**src/rtl/fifo_arb_pkg.sv**
```systemverilog
// Shared types and constants for the FIFO read arbiter.
package fifo_arb_pkg;

  typedef enum logic {
    IDLE  = 1'b0,
    GRANT = 1'b1
  } arb_state_t;

  localparam int STAT_W = 16;

endpackage

```
**src/rtl/fifo_read_arbiter_rr_pick.sv**
```systemverilog
// Rotate-priority selector: first asserted request at or above ptr, wrapping modulo NCH.
module rr_pick #(
  parameter int NCH = 4,
  parameter int PW  = $clog2(NCH)
) (
  input  logic [NCH-1:0] req,
  input  logic [PW-1:0]  ptr,
  output logic [PW-1:0]  idx,
  output logic           found
);

  int            c;
  logic [PW-1:0] cand;

  // Walk from the farthest candidate down so the nearest one is written last.
  always_comb begin
    found = 1'b0;
    idx   = '0;
    c     = 0;
    cand  = '0;
    for (int k = NCH - 1; k >= 0; k--) begin
      c = int'(ptr) + k;
      if (c >= NCH) c = c - NCH;
      cand = PW'(c);
      if (req[cand]) begin
        found = 1'b1;
        idx   = cand;
      end
    end
  end

endmodule

```
**src/rtl/fifo_read_arbiter.sv**
```systemverilog
// Round-robin burst arbiter draining NCH async-FIFO read ports into one valid/ready stream.
// Optional per-channel pop statistics are enabled with the FIFO_ARB_STATS_EN macro.
//
//   state | meaning
//   IDLE  | pick next non-empty channel from rr_ptr, one cycle between grants
//   GRANT | pop channel g up to BURST words while it is non-empty
module fifo_read_arbiter
  import fifo_arb_pkg::*;
#(
  parameter int NCH   = 4,
  parameter int DSIZE = 8,
  parameter int BURST = 4
) (
  input  logic                   rclk,
  input  logic                   rrst_n,
  input  logic [NCH-1:0]         rempty,
  input  logic [NCH*DSIZE-1:0]   rdata,
  output logic [NCH-1:0]         rout,
  output logic                   m_valid,
  input  logic                   m_ready,
  output logic [DSIZE-1:0]       m_data,
  output logic [$clog2(NCH)-1:0] m_chan
`ifdef FIFO_ARB_STATS_EN
  ,
  output logic [NCH*STAT_W-1:0]  pop_cnt
`endif
);

  localparam int PW = $clog2(NCH);
  localparam int CW = $clog2(BURST) + 1;
  localparam logic [CW-1:0] CNT_LAST = CW'(BURST - 1);
  localparam logic [PW-1:0] CH_LAST  = PW'(NCH - 1);

  arb_state_t    state, state_nxt;
  logic [PW-1:0] g, g_nxt;
  logic [PW-1:0] rr_ptr, rr_ptr_nxt;
  logic [CW-1:0] cnt, cnt_nxt;
  logic [PW-1:0] pick_idx;
  logic          pick_found;
  logic          space;
  logic          pop;
  logic [PW-1:0] g_succ;

  logic [DSIZE-1:0] chan_data [NCH];

  for (genvar i = 0; i < NCH; i++) begin : g_split
    assign chan_data[i] = rdata[i*DSIZE +: DSIZE];
  end

  rr_pick #(.NCH(NCH), .PW(PW)) u_pick (
    .req   (~rempty),
    .ptr   (rr_ptr),
    .idx   (pick_idx),
    .found (pick_found)
  );

  assign space  = !m_valid || m_ready;
  assign pop    = (state == GRANT) && !rempty[g] && space;
  assign g_succ = (g == CH_LAST) ? '0 : g + 1'b1;

  always_comb begin
    rout = '0;
    if (pop) rout[g] = 1'b1;
  end

  always_comb begin
    state_nxt  = state;
    g_nxt      = g;
    cnt_nxt    = cnt;
    rr_ptr_nxt = rr_ptr;
    case (state)
      IDLE: begin
        if (pick_found) begin
          g_nxt     = pick_idx;
          cnt_nxt   = '0;
          state_nxt = GRANT;
        end
      end
      GRANT: begin
        if (rempty[g]) begin
          state_nxt  = IDLE;
          rr_ptr_nxt = g_succ;
        end else if (space) begin
          if (cnt == CNT_LAST) begin
            state_nxt  = IDLE;
            rr_ptr_nxt = g_succ;
          end else begin
            cnt_nxt = cnt + 1'b1;
          end
        end
      end
      default: state_nxt = IDLE;
    endcase
  end

  always_ff @(posedge rclk or negedge rrst_n) begin
    if (!rrst_n) begin
      state  <= IDLE;
      g      <= '0;
      cnt    <= '0;
      rr_ptr <= '0;
    end else begin
      state  <= state_nxt;
      g      <= g_nxt;
      cnt    <= cnt_nxt;
      rr_ptr <= rr_ptr_nxt;
    end
  end

  // Output register: loads on a pop, drains on accept, otherwise holds.
  always_ff @(posedge rclk or negedge rrst_n) begin
    if (!rrst_n) begin
      m_valid <= 1'b0;
      m_data  <= '0;
      m_chan  <= '0;
    end else if (pop) begin
      m_valid <= 1'b1;
      m_data  <= chan_data[g];
      m_chan  <= g;
    end else if (m_ready) begin
      m_valid <= 1'b0;
    end
  end

`ifdef FIFO_ARB_STATS_EN
  for (genvar i = 0; i < NCH; i++) begin : g_stats
    logic [STAT_W-1:0] pops;
    always_ff @(posedge rclk or negedge rrst_n) begin
      if (!rrst_n) begin
        pops <= '0;
      end else if (rout[i] && (pops != {STAT_W{1'b1}})) begin
        pops <= pops + 1'b1;
      end
    end
    assign pop_cnt[i*STAT_W +: STAT_W] = pops;
  end
`endif

endmodule

```
**config.mk**
```make
export PLATFORM = sky130hd
export DESIGN_NAME = fifo_read_arbiter
export DESIGN_NICKNAME = d
export VERILOG_FILES = /design/src/rtl/fifo_arb_pkg.sv /design/src/rtl/fifo_read_arbiter_rr_pick.sv /design/src/rtl/fifo_read_arbiter.sv
export SDC_FILE = /design/constraint.sdc
export NUM_CORES = 1
export LEC_CHECK = 0
export BUFFER_PORTS_ARGS = -buffer_cell sky130_fd_sc_hd__buf_2
export CORE_UTILIZATION = 38
export CTS_BUF_LIST = sky130_fd_sc_hd__clkbuf_8
export DETAILED_ROUTE_END_ITERATION = 8
export PLACE_DENSITY_LB_ADDON = 0.3
export SLEW_MARGIN = 20
export SYNTH_ARGS = -nofsm -noshare
export SYNTH_HDL_FRONTEND = slang
export SYNTH_SLANG_ARGS = --single-unit
```
**constraint.sdc**
```tcl
create_clock -name rclk -period 5 [get_ports rclk]
set_input_delay 0.25 -clock rclk [delete_from_list [all_inputs] [get_ports rclk]]
set_output_delay 0.25 -clock rclk [all_outputs]
set_load 0.02 [all_outputs]
```
==> flow_summary_export.csv, run 1 <==
group,metric,value,unit
detailed_routing,vias,947,
synthesis,yosysTopAreaCell,"dfrtp_1",
grt,grt_start_max_net_pins,20,
pwr,intPower,557,uW
outcome,status,"complete, no violations",
pwr,cellPowerDensity,589,nW/um2
sta,hold_viol,0,
synthesis,ys_ff_latch,19,
detailed_routing,drt_first_pass_iters,4,
worst_setup_path,required,4.75,ns
floorplan,core_area,3050,um2
job,cap_viol_max_count,0,
layout,syn_to_final_growth,29.2,%
synthesis,syn-cell-area,1220,um2
sta,setup_viol,0,
synthesis,ys_seq_area_share,38.9,%
detailed_routing,drt.antenna.violating_nets,0,
synthesis,synth_top_cell_area_share,38.9,%
synthesis,ys_types,27,
detailed_routing,vias_per_cell,4.91,
layout,fillers,310,
sta,max_slew.worst_pin.slew,0.712,ns
placed_design,dpl.hpwl,2170,um
pwr,power_frac_seq,34.9,%
pwr,p_sw_share,40.1,%
synthesis,yosysMostFrequentCell,"dfrtp_1",
sta,finalSetupTns,0,ns
grt,grt.total_usage,18.1,%
worst_setup_path,cp_slowest_cell,"dfrtp_1",
sta,slew_headroom,52.5,%
sta,final.setup_skew,0.00311,ns
clock_network,clock_latency,0.25,ns
grt,grt_pass1_wl,4600,um
floorplan,die-area,3450,um2
clock_network,clockRootBuffer,"clkbuf_8",
synthesis,synth_nets,139,
worst_setup_path,cp_cell_sequence,"mux4_2 -> nor3_4 -> and2_1 -> buf_2",
worst_setup_path,critPathArrivalTime,2.59,ns
worst_setup_path,critPathKind,"flop to primary output",
pwr,p_sw,373,uW
placed_design,preCtsSetupSlack,2.45,ns
worst_setup_path,cp-end-kind,"primary output",
pwr,p_comb_share,53.6,%
detailed_routing,drt-wirelength-per-cell,13.9,um
synthesis,ys_async_sr_fraction,100,%
worst_setup_path,cp_max_fo,16,
layout,nets,195,
layout,diodes,0,
clock_network,path_clk_slew,0.07,ns
placed_design,place_area,1520,um2
clock_network,clk_path_buf_depth,2,
layout,final_core_util,51.7,%
grt,antenna_found_initial,0,
sta,rsz0062_at_grt,"false",
synthesis,synth_area_leaders,"dfrtp_1, mux4_2, mux2_4",
grt,grt-ovfl-total,0,
floorplan,row_count,20,
detailed_routing,first_iter_violations,14,
clock_network,clock-sinks,19,
worst_setup_path,cp_slowest_stage_delay,0.74,ns
synthesis,synth_top_flop_cell,"dfrtp_1",
pwr,peakVddDrop,0.000315,V
pwr,p_leak,0.766,nW
layout,drive_above_1_share,53.7,%
floorplan,start_util,40.0,%
synthesis,synth_warnings,0,
floorplan,die_h,58.7,um
detailed_routing,route.detailed.drc,0,
detailed_routing,drt-total-wl,2690,um
grt,grt_pass1_vias,1009,
pwr,clkPwrFrac,11.5,%
placed_design,io_buffers,53,
floorplan,die_w,58.7,um
clock_network,postCtsResizedCells,0,
clock_network,cts_max_level,1,
clock_network,tritoncts,"built",
synthesis,synthTopCellsByCount,"dfrtp_1, mux4_2, nand2_1",
sta,final-max-slew-violation-count,0,
synthesis,synth.avg_cell_area,13.0,um2
worst_setup_path,startpoint_type,"flop",
synthesis,syn_inst,94,
floorplan,ios,54,
sta,setup_ws,2.16,ns
layout,finalInstanceArea,1580,um2
sta,min_period,2.84,ns
sta,post-route-period-util,56.8,%
placed_design,gp_congestion,0.771,
synthesis,synth-edff-count,0,
sta,fmax,352,MHz
worst_hold_path,hold_path_class,"primary input to flop",
clock_network,numCtsBuffers,3,
state kept, by name, summed over array words and instances, names as in the netlist:
signal   cells
m_chan       2
rr_ptr       2
state        1
g            2
m_data       8
cnt          3
m_valid      1
cell usage in the layout (no fill, tap or decap):
| cell | instances |
|---|---|
| o21ai_0 | 4 |
| nor4_4 | 1 |
| mux4_2 | 9 |
| clkbuf_8 | 3 |
| dfrtp_1 | 19 |
| mux2i_1 | 4 |
| a31oi_1 | 1 |
| clkinv_2 | 1 |
| nand3_1 | 2 |
| nand2b_1 | 3 |
| mux2_2 | 6 |
| a211oi_1 | 1 |
| o21bai_1 | 1 |
| mux2_4 | 6 |
| dlygate4sd3_1 | 1 |
| a41o_1 | 1 |
| nand2_1 | 7 |
| a32o_1 | 1 |
| inv_1 | 5 |
| buf_2 | 53 |
| ha_1 | 6 |
| o21a_1 | 1 |
| nor3_4 | 1 |
| and2_1 | 5 |
| a21oi_1 | 1 |
| a221oi_1 | 1 |
| nor2b_1 | 3 |
| nor2_1 | 2 |
worst paths after layout:
| kind | from | to | slack, ns | cells after the start |
|---|---|---|---|---|
| hold / removal | m_ready | m_valid$_DFFE_PN0P_ | 0.35 | 3 |
| setup reg to reg | g[1]$_DFFE_PN0P_ | m_data[0]$_DFFE_PN0P_ | 2.53 | 3 |
| setup / recovery | g[1]$_DFFE_PN0P_ | rout[3] | 2.16 | 4 |
| max in group asynchronous | rrst_n | m_data[0]$_DFFE_PN0P_ | 4.23 | 2 |
| min in group asynchronous | rrst_n | m_data[1]$_DFFE_PN0P_ | 0.47 | 2 |
| hold reg to reg | cnt[0]$_DFFE_PN0P_ | cnt[0]$_DFFE_PN0P_ | 0.49 | 1 |
cell type report:
cell class,instances,area [um2],share of cell area (%)
Clock buffer,3,41.3,2.61
Clock inverter,1,5.00,0.317
Inverter,5,18.8,1.19
Multi-Input combinational cell,67,708,44.8
Sequential cell,19,475,30.1
Tap cell,44,55.1,3.49
Timing Repair Buffer,54,275,17.4
kinds of logic (layout without fill, tap and decap cells):
kind of cell	count (synthesis)	in the layout	synth area share [%]
compound gates	12	12	6.76
fa+ha+maj	6	6	6.14
flops	19	19	38.9
simple gates	24	24	12.3
mux	25	25	32.8
buf+inv	8	63	3.17
per-layer routing:
metal | global-route usage [%] | part of all wire (%)
met1 | 23.1 | 42
met2 | 31.5 | 54
met3 | 2.86 | 3.8
met4 | 6.12 | 0.71
met5 | 0 | 0
repair_timing:
item / 4_1_cts / 5_1_grt
hold buffers: 1 / 0
setup buffers: 0 / 0
endpoints found under the hold margin: 19 / 0
critical path: cells and delay by family, from the launching register on:
| family | cells | cell delay [ns] |
|---|---|---|
| AND/OR/NAND/NOR | 2 | 0.76 |
| flip-flops | 1 | 0.74 |
| multiplexers | 1 | 0.67 |
| buffers and inverters | 1 | 0.16 |
stage by stage:
stage / hold WS, ns / power (mW) / cells
2_1_floorplan: -0.0456 / 0.708 / 94
3_3_place_gp: 0.209 / 0.816 / 188
3_5_place_dp: 0.227 / 0.834 / 188
4_1_cts: 0.357 / 0.942 / 193
5_1_grt: 0.394 / 1.01 / 193
6_report: 0.353 / 0.930 / 193
power by group through the flow:
stage | Combinational, mW | Sequential [mW] | Clock [mW]
floorplan | 0.366 | 0.342 | 0
global placement | 0.494 | 0.323 | 0
detailed placement | 0.504 | 0.330 | 0
CTS | 0.506 | 0.326 | 0.110
global route | 0.546 | 0.343 | 0.116
finish | 0.499 | 0.324 | 0.107
(Power assumes the default switching activity.)
==> run 2: changes to the inputs <==
ABC_AREA = 1   (was default)
clock period = 2.9 ns   (was 5 ns; I/O delays follow)
==> run 2 against run 1 <==
  * Clock skew about the same
  * Core utilization down 3.1 points
  * Global-route usage down 0.44 points
  * Count of clock-buffer cells in the layout unchanged
  * Cell count up 58%
  * Synthesized cell count up 120%
  * Critical path type unchanged
  * Combinational power up 150%
  * Non-clock buffer count up 1
  * Register-to-register slack worse by 1.4 ns
  * Flip-flop and latch count unchanged
==> flow_summary_export.csv, run 2 <==
group,metric,value,unit
floorplan,core_area,3660,um2
grt,grt.total_usage,17.7,%
layout,fillers,383,
worst_hold_path,hold_path_class,"primary input to flop",
sta,post-route-period-util,73.9,%
sta,setup_viol,0,
pwr,p_leak,0.973,nW
layout,final_core_util,48.6,%
sta,finalSetupTns,0,ns
placed_design,place_area,1720,um2
pwr,cellPowerDensity,1090,nW/um2
detailed_routing,first_iter_violations,78,
floorplan,start_util,39.9,%
sta,rsz0062_at_grt,"false",
clock_network,tritoncts,"built",
synthesis,syn-cell-area,1460,um2
clock_network,path_clk_slew,0.07,ns
grt,antenna_found_initial,0,
layout,top_register,"m_data",
worst_setup_path,critPathKind,"flop to primary output",
worst_setup_path,required,2.76,ns
detailed_routing,drt-wirelength-per-cell,11.0,um
clock_network,clk_path_buf_depth,2,
job,cap_viol_max_count,0,
floorplan,die-area,4090,um2
floorplan,die_w,64.0,um
sta,fmax,466,MHz
synthesis,synth_top_cell_area_share,32.6,%
layout,syn_to_final_growth,21.9,%
sta,hold_viol,0,
synthesis,synth_top_flop_cell,"dfrtp_1",
detailed_routing,route.detailed.drc,0,
detailed_routing,vias_per_cell,4.65,
synthesis,yosysTopAreaCell,"dfrtp_1",
synthesis,synth.avg_cell_area,7.09,um2
sta,min_period,2.14,ns
worst_setup_path,reg2regPathDepth,6,
placed_design,gp_congestion,0.798,
layout,drive_above_1_share,31.6,%
placed_design,dpl.hpwl,2550,um
worst_setup_path,cp-end-kind,"primary output",
synthesis,synth_warnings,0,
sta,fin_hold_ws,0.271,ns
clock_network,numCtsBuffers,3,
synthesis,syn_inst,206,
pwr,peakVddDrop,0.000509,V
sta,max_slew.worst_pin.slew,0.410,ns
grt,grt_pass1_wl,5530,um
outcome,status,"complete, no violations",
sta,final-max-slew-violation-count,0,
clock_network,cts_max_level,1,
grt,grt_pass1_vias,1289,
layout,multi_input_area,805,um2
detailed_routing,drt.antenna.violating_nets,0,
synthesis,synth-edff-count,0,
detailed_routing,vias,1414,
clock_network,clock_latency,0.26,ns
layout,largestRegisters,"m_data (8), cnt (3)",
sta,slew_headroom,72.7,%
sta,final.setup_skew,0.00339,ns
layout,nets,302,
worst_hold_path,worstHoldPathCells,5,
floorplan,die_h,64.0,um
clock_network,clock-sinks,19,
detailed_routing,drt_first_pass_iters,4,
clock_network,clockRootBuffer,"clkbuf_8",
layout,finalInstanceArea,1780,um2
floorplan,ios,54,
worst_setup_path,startpoint_type,"flop",
clock_network,post_cts_buffers,0,
layout,seq_area,475,um2
synthesis,synthTopCellsByCount,"nand2_1, inv_1, nor2_1, dfrtp_1, o21ai_0",
detailed_routing,drt-total-wl,3340,um
floorplan,row_count,22,
layout,layout_commonest_cell,"buf_2",
synthesis,ys_seq_area_share,32.6,%
grt,grt_start_max_net_pins,26,
layout,largest_reg_flops,8,
synthesis,yosysMostFrequentCell,"nand2_1",
placed_design,io_buffers,53,
sta,setup_ws,0.756,ns
worst_setup_path,cp_max_fo,25,
synthesis,ys_async_sr_fraction,100,%
synthesis,ys_ff_latch,19,
grt,grt-ovfl-total,0,
placed_design,preCtsSetupSlack,1.03,ns
layout,final_cell_mix,"buf_2, nand2_1, inv_1",
layout,diodes,0,
synthesis,ys_types,25,
synthesis,synth_area_leaders,"dfrtp_1, nand2_1, inv_1",
worst_setup_path,critPathArrivalTime,2.00,ns
synthesis,synth_nets,251,
[run 2: cell count changes in the layout (fill, tap and decap cells not counted), moves of 7 or more]
| cell | change |
|---|---|
| inv_1 | +22 |
| mux4_2 | -9 |
| nand2_1 | +42 |
| nand2_2 | +7 |
| nand3_1 | +8 |
| nor2_1 | +22 |
| o21ai_0 | +15 |
| o21ai_1 | +10 |
| o22ai_1 | +8 |
[run 2: report_power, final]
group          switching, mW  internal [mW]
Sequential             0.114          0.393
Combinational          0.797          0.439
Clock                 0.0939         0.0971
Total                   1.01          0.930
[run 2: repair_timing]
| item | in CTS | in global routing |
|---|---|---|
| gates resized for setup | 0 | 0 |
| hold buffers | 1 | 0 |
| endpoints found under the hold margin | 19 | 0 |
[run 2: cells by family (layout without fill, tap and decap cells)]
| family | Yosys count | in the layout | synth area share [%] |
|---|---|---|---|
| buf+inv | 38 | 88 | 12.3 |
| simple gates | 99 | 99 | 32.4 |
| fa+ha+maj | 6 | 6 | 5.14 |
| compound gates | 44 | 44 | 17.6 |
| flops | 19 | 19 | 32.6 |
[run 2: final timing paths]
path | from | slack, ns | end
min in group asynchronous | rrst_n | 0.33 | m_data[3]$_DFFE_PN0P_
max in group asynchronous | rrst_n | 2.28 | m_data[6]$_DFFE_PN0P_
hold reg to reg | m_data[6]$_DFFE_PN0P_ | 0.48 | m_data[6]$_DFFE_PN0P_
setup reg to reg | g[1]$_DFFE_PN0P_ | 1.16 | m_data[7]$_DFFE_PN0P_
hold / removal | rdata[3] | 0.27 | m_data[3]$_DFFE_PN0P_
setup / recovery | g[1]$_DFFE_PN0P_ | 0.76 | rout[1]
[run 2: routing by layer]
layer | part of all wire, % | track usage [%]
met4 | 1.9 | 7.39
met5 | 0 | 0
met3 | 5.2 | 5.00
met2 | 47 | 28.9
met1 | 46 | 21.7
[run 2: area by class of cell]
class,count,area share [%]
clock buffer,3,2.32
clock inverter,1,0.422
inverter,29,6.11
multi-input combinational,149,45.2
sequential,19,26.7
tap,48,3.37
timing repair buffer,55,15.9
[run 2: critical path, stage by stage, from the launching register on]
cell and delay (ns):
dfrtp_1 0.51, inv_1 0.33, nand3_1 0.14, nand2_2 0.15, nand3_4 0.26, nor2_1 0.16
buf_2 0.18
[run 2: through the flow]
stage               total power, mW  cells
CTS                            1.96    304
detailed placement             1.75    299
finish                         1.93    304
floorplan                      1.54    206
global route                   2.15    304
global placement               1.73    299
==> run 3: changes to the inputs <==
clock period = 2.1 ns   (was 2.9 ns; I/O delays follow)
==> run 3 against run 2 <==
  * Die area unchanged
  * Wire length is 1.7% lower
  * Clock skew about the same
  * Flip-flop and latch count unchanged
  * Worst hold slack got worse by 0.039 ns
  * Clock power up 36%
  * Largest cell class unchanged
  * Cell area up 0.84%
  * Sequential power is 42% higher
==> flow_summary_export.csv, run 3 (synthesis gave the netlist of run 2 again) <==
group,metric,value,unit
detailed_routing,drt.antenna.violating_nets,0,
sta,setup_viol,0,
sta,fmax,543,MHz
pwr,peakVddDrop,0.000629,V
floorplan,die_w,64.0,um
placed_design,placedCellCount,301,
worst_setup_path,cp_max_fo,25,
sta,rsz0062_at_grt,"false",
worst_hold_path,hold_start,"rdata[5]",
grt,grt-ovfl-total,0,
grt,grt_pass1_vias,1288,
layout,fin_cells,306,
clock_network,cts_max_level,1,
placed_design,dpl.hpwl,2500,um
clock_network,tritoncts,"built",
sta,min_period,1.84,ns
sta,slew_headroom,71.8,%
sta,hold_viol,0,
detailed_routing,drt-wirelength-per-cell,10.7,um
sta,final-max-slew-violation-count,0,
layout,drive_above_1_share,32.2,%
worst_hold_path,worstHoldPathCells,5,
worst_setup_path,r2r_end,"g[0]$_DFFE_PN0P_",
placed_design,place_area,1740,um2
sta,max_slew.worst_pin.slew,0.422,ns
floorplan,start_util,39.9,%
pwr,p_leak,0.983,nW
layout,final_cell_mix,"buf_2, nand2_1, inv_1",
pwr,cellPowerDensity,1510,nW/um2
clock_network,path_clk_slew,0.08,ns
clock_network,numCtsBuffers,3,
sta,finalSetupTns,0,ns
layout,largestRegisters,"m_data (8), cnt (3)",
clock_network,clk_path_buf_depth,2,
worst_setup_path,required,2.00,ns
floorplan,die-area,4090,um2
layout,layout_commonest_cell,"buf_2",
layout,final_core_util,49.0,%
clock_network,clock_latency,0.26,ns
worst_setup_path,critPathKind,"flop to primary output",
detailed_routing,drt_first_pass_iters,4,
floorplan,core_area,3660,um2
floorplan,die_h,64.0,um
layout,largest_reg_flops,8,
detailed_routing,vias,1403,
worst_setup_path,startpoint_type,"flop",
worst_hold_path,hold_path_class,"primary input to flop",
detailed_routing,vias_per_cell,4.58,
detailed_routing,drt-total-wl,3280,um
sta,final.setup_skew,0.00318,ns
worst_setup_path,cp_slowest_cell,"dfrtp_1",
clock_network,clock-sinks,19,
worst_setup_path,cp_cell_sequence,"inv_1 -> nand3_1 -> nand2_2 -> nand3_4 -> nor2_1 -> buf_2",
worst_setup_path,cp_slowest_stage_delay,0.52,ns
grt,grt_start_max_net_pins,26,
layout,fillers,365,
job,cap_viol_max_count,0,
layout,nets,304,
worst_setup_path,critPathTopFamily,"simple AND/OR/NAND/NOR gates",
sta,post-route-period-util,87.6,%
layout,diodes,0,
worst_hold_path,min_to,"m_data[5]$_DFFE_PN0P_",
worst_setup_path,reg2reg_slack,0.53,ns
grt,antenna_found_initial,0,
layout,syn_to_final_growth,23.0,%
grt,grt.total_usage,17.5,%
layout,top_register,"m_data",
worst_setup_path,reg2regPathDepth,11,
outcome,status,"complete, no violations",
worst_setup_path,worst-path-buf-inv,2,
grt,grt_pass1_wl,5540,um
floorplan,row_count,22,
worst_setup_path,rr_startpoint,"rr_ptr[0]$_DFFE_PN0P_",
layout,finalInstanceArea,1800,um2
floorplan,ios,54,
detailed_routing,route.detailed.drc,0,
worst_setup_path,critPathArrivalTime,1.74,ns
detailed_routing,first_iter_violations,85,
worst_setup_path,cp-end-kind,"primary output",
placed_design,gp_congestion,0.773,
clock_network,clockRootBuffer,"clkbuf_8",
placed_design,io_buffers,53,
-- run 3: power breakdown --
group	total, mW	internal (mW)	switching (mW)	leakage (nW)
logic	1.72	0.631	1.09	0.724
clock network	0.260	0.134	0.127	0.0217
registers	0.719	0.543	0.176	0.237
total	2.70	1.31	1.40	0.983
-- run 3: area by class of cell --
| class | instances | area [um2] | share of cell area (%) |
|---|---|---|---|
| Multi-Input combinational cell | 149 | 805 | 44.8 |
| Clock buffer | 3 | 41.3 | 2.30 |
| Tap cell | 48 | 60.1 | 3.34 |
| Clock inverter | 1 | 7.51 | 0.418 |
| Inverter | 29 | 109 | 6.06 |
| Sequential cell | 19 | 475 | 26.5 |
| Timing Repair Buffer | 57 | 298 | 16.6 |
-- run 3: timing repair --
action                                  in CTS  in global routing
hold buffers                                 1                  0
resized for setup                            0                  0
endpoints found under the hold margin       19                  0
setup buffers                                0                  0
endpoints found under the setup margin       0                  0
-- run 3: routing by layer --
| layer | GRT usage, % | share of wire, % | up-vias |
|---|---|---|---|
| met5 | 0 | 0 | - |
| met4 | 5.11 | 1.2 | 0 |
| met3 | 4.82 | 4.9 | 6 |
| met2 | 27.9 | 45 | 30 |
| met1 | 22.8 | 49 | 605 |
| li1 | - | - | 762 |
-- run 3: worst min-delay path, stage by stage --
cell	delay, ns
buf_2	0.10
nor2_1	0.07
o22ai_1	0.08
inv_1	0.06
o21ai_2	0.05
-- run 3: metrics by stage --
stage | setup WS (ns) | total power, mW | hold WS [ns]
6_report | 0.260 | 2.70 | 0.232
5_1_grt | 0.0917 | 3.01 | 0.266
4_1_cts | 0.229 | 2.73 | 0.229
3_5_place_dp | 0.527 | 2.46 | 0.0711
3_3_place_gp | 0.587 | 2.43 | 0.0655
2_1_floorplan | 0.628 | 2.13 | -0.191
-- run 3: worst max-delay path by stage --
stage                      from      end  slack [ns]  cells after the start
2_1_floorplan  g[0]$_DFFE_PN0P_  rout[0]        0.63                      7
3_3_place_gp   g[0]$_DFFE_PN0P_  rout[2]        0.59                      7
3_5_place_dp   g[1]$_DFFE_PN0P_  rout[1]        0.53                      6
4_1_cts        g[1]$_DFFE_PN0P_  rout[1]        0.23                      6
5_1_grt        g[1]$_DFFE_PN0P_  rout[0]        0.09                      6
6_report       g[1]$_DFFE_PN0P_  rout[0]        0.26                      6
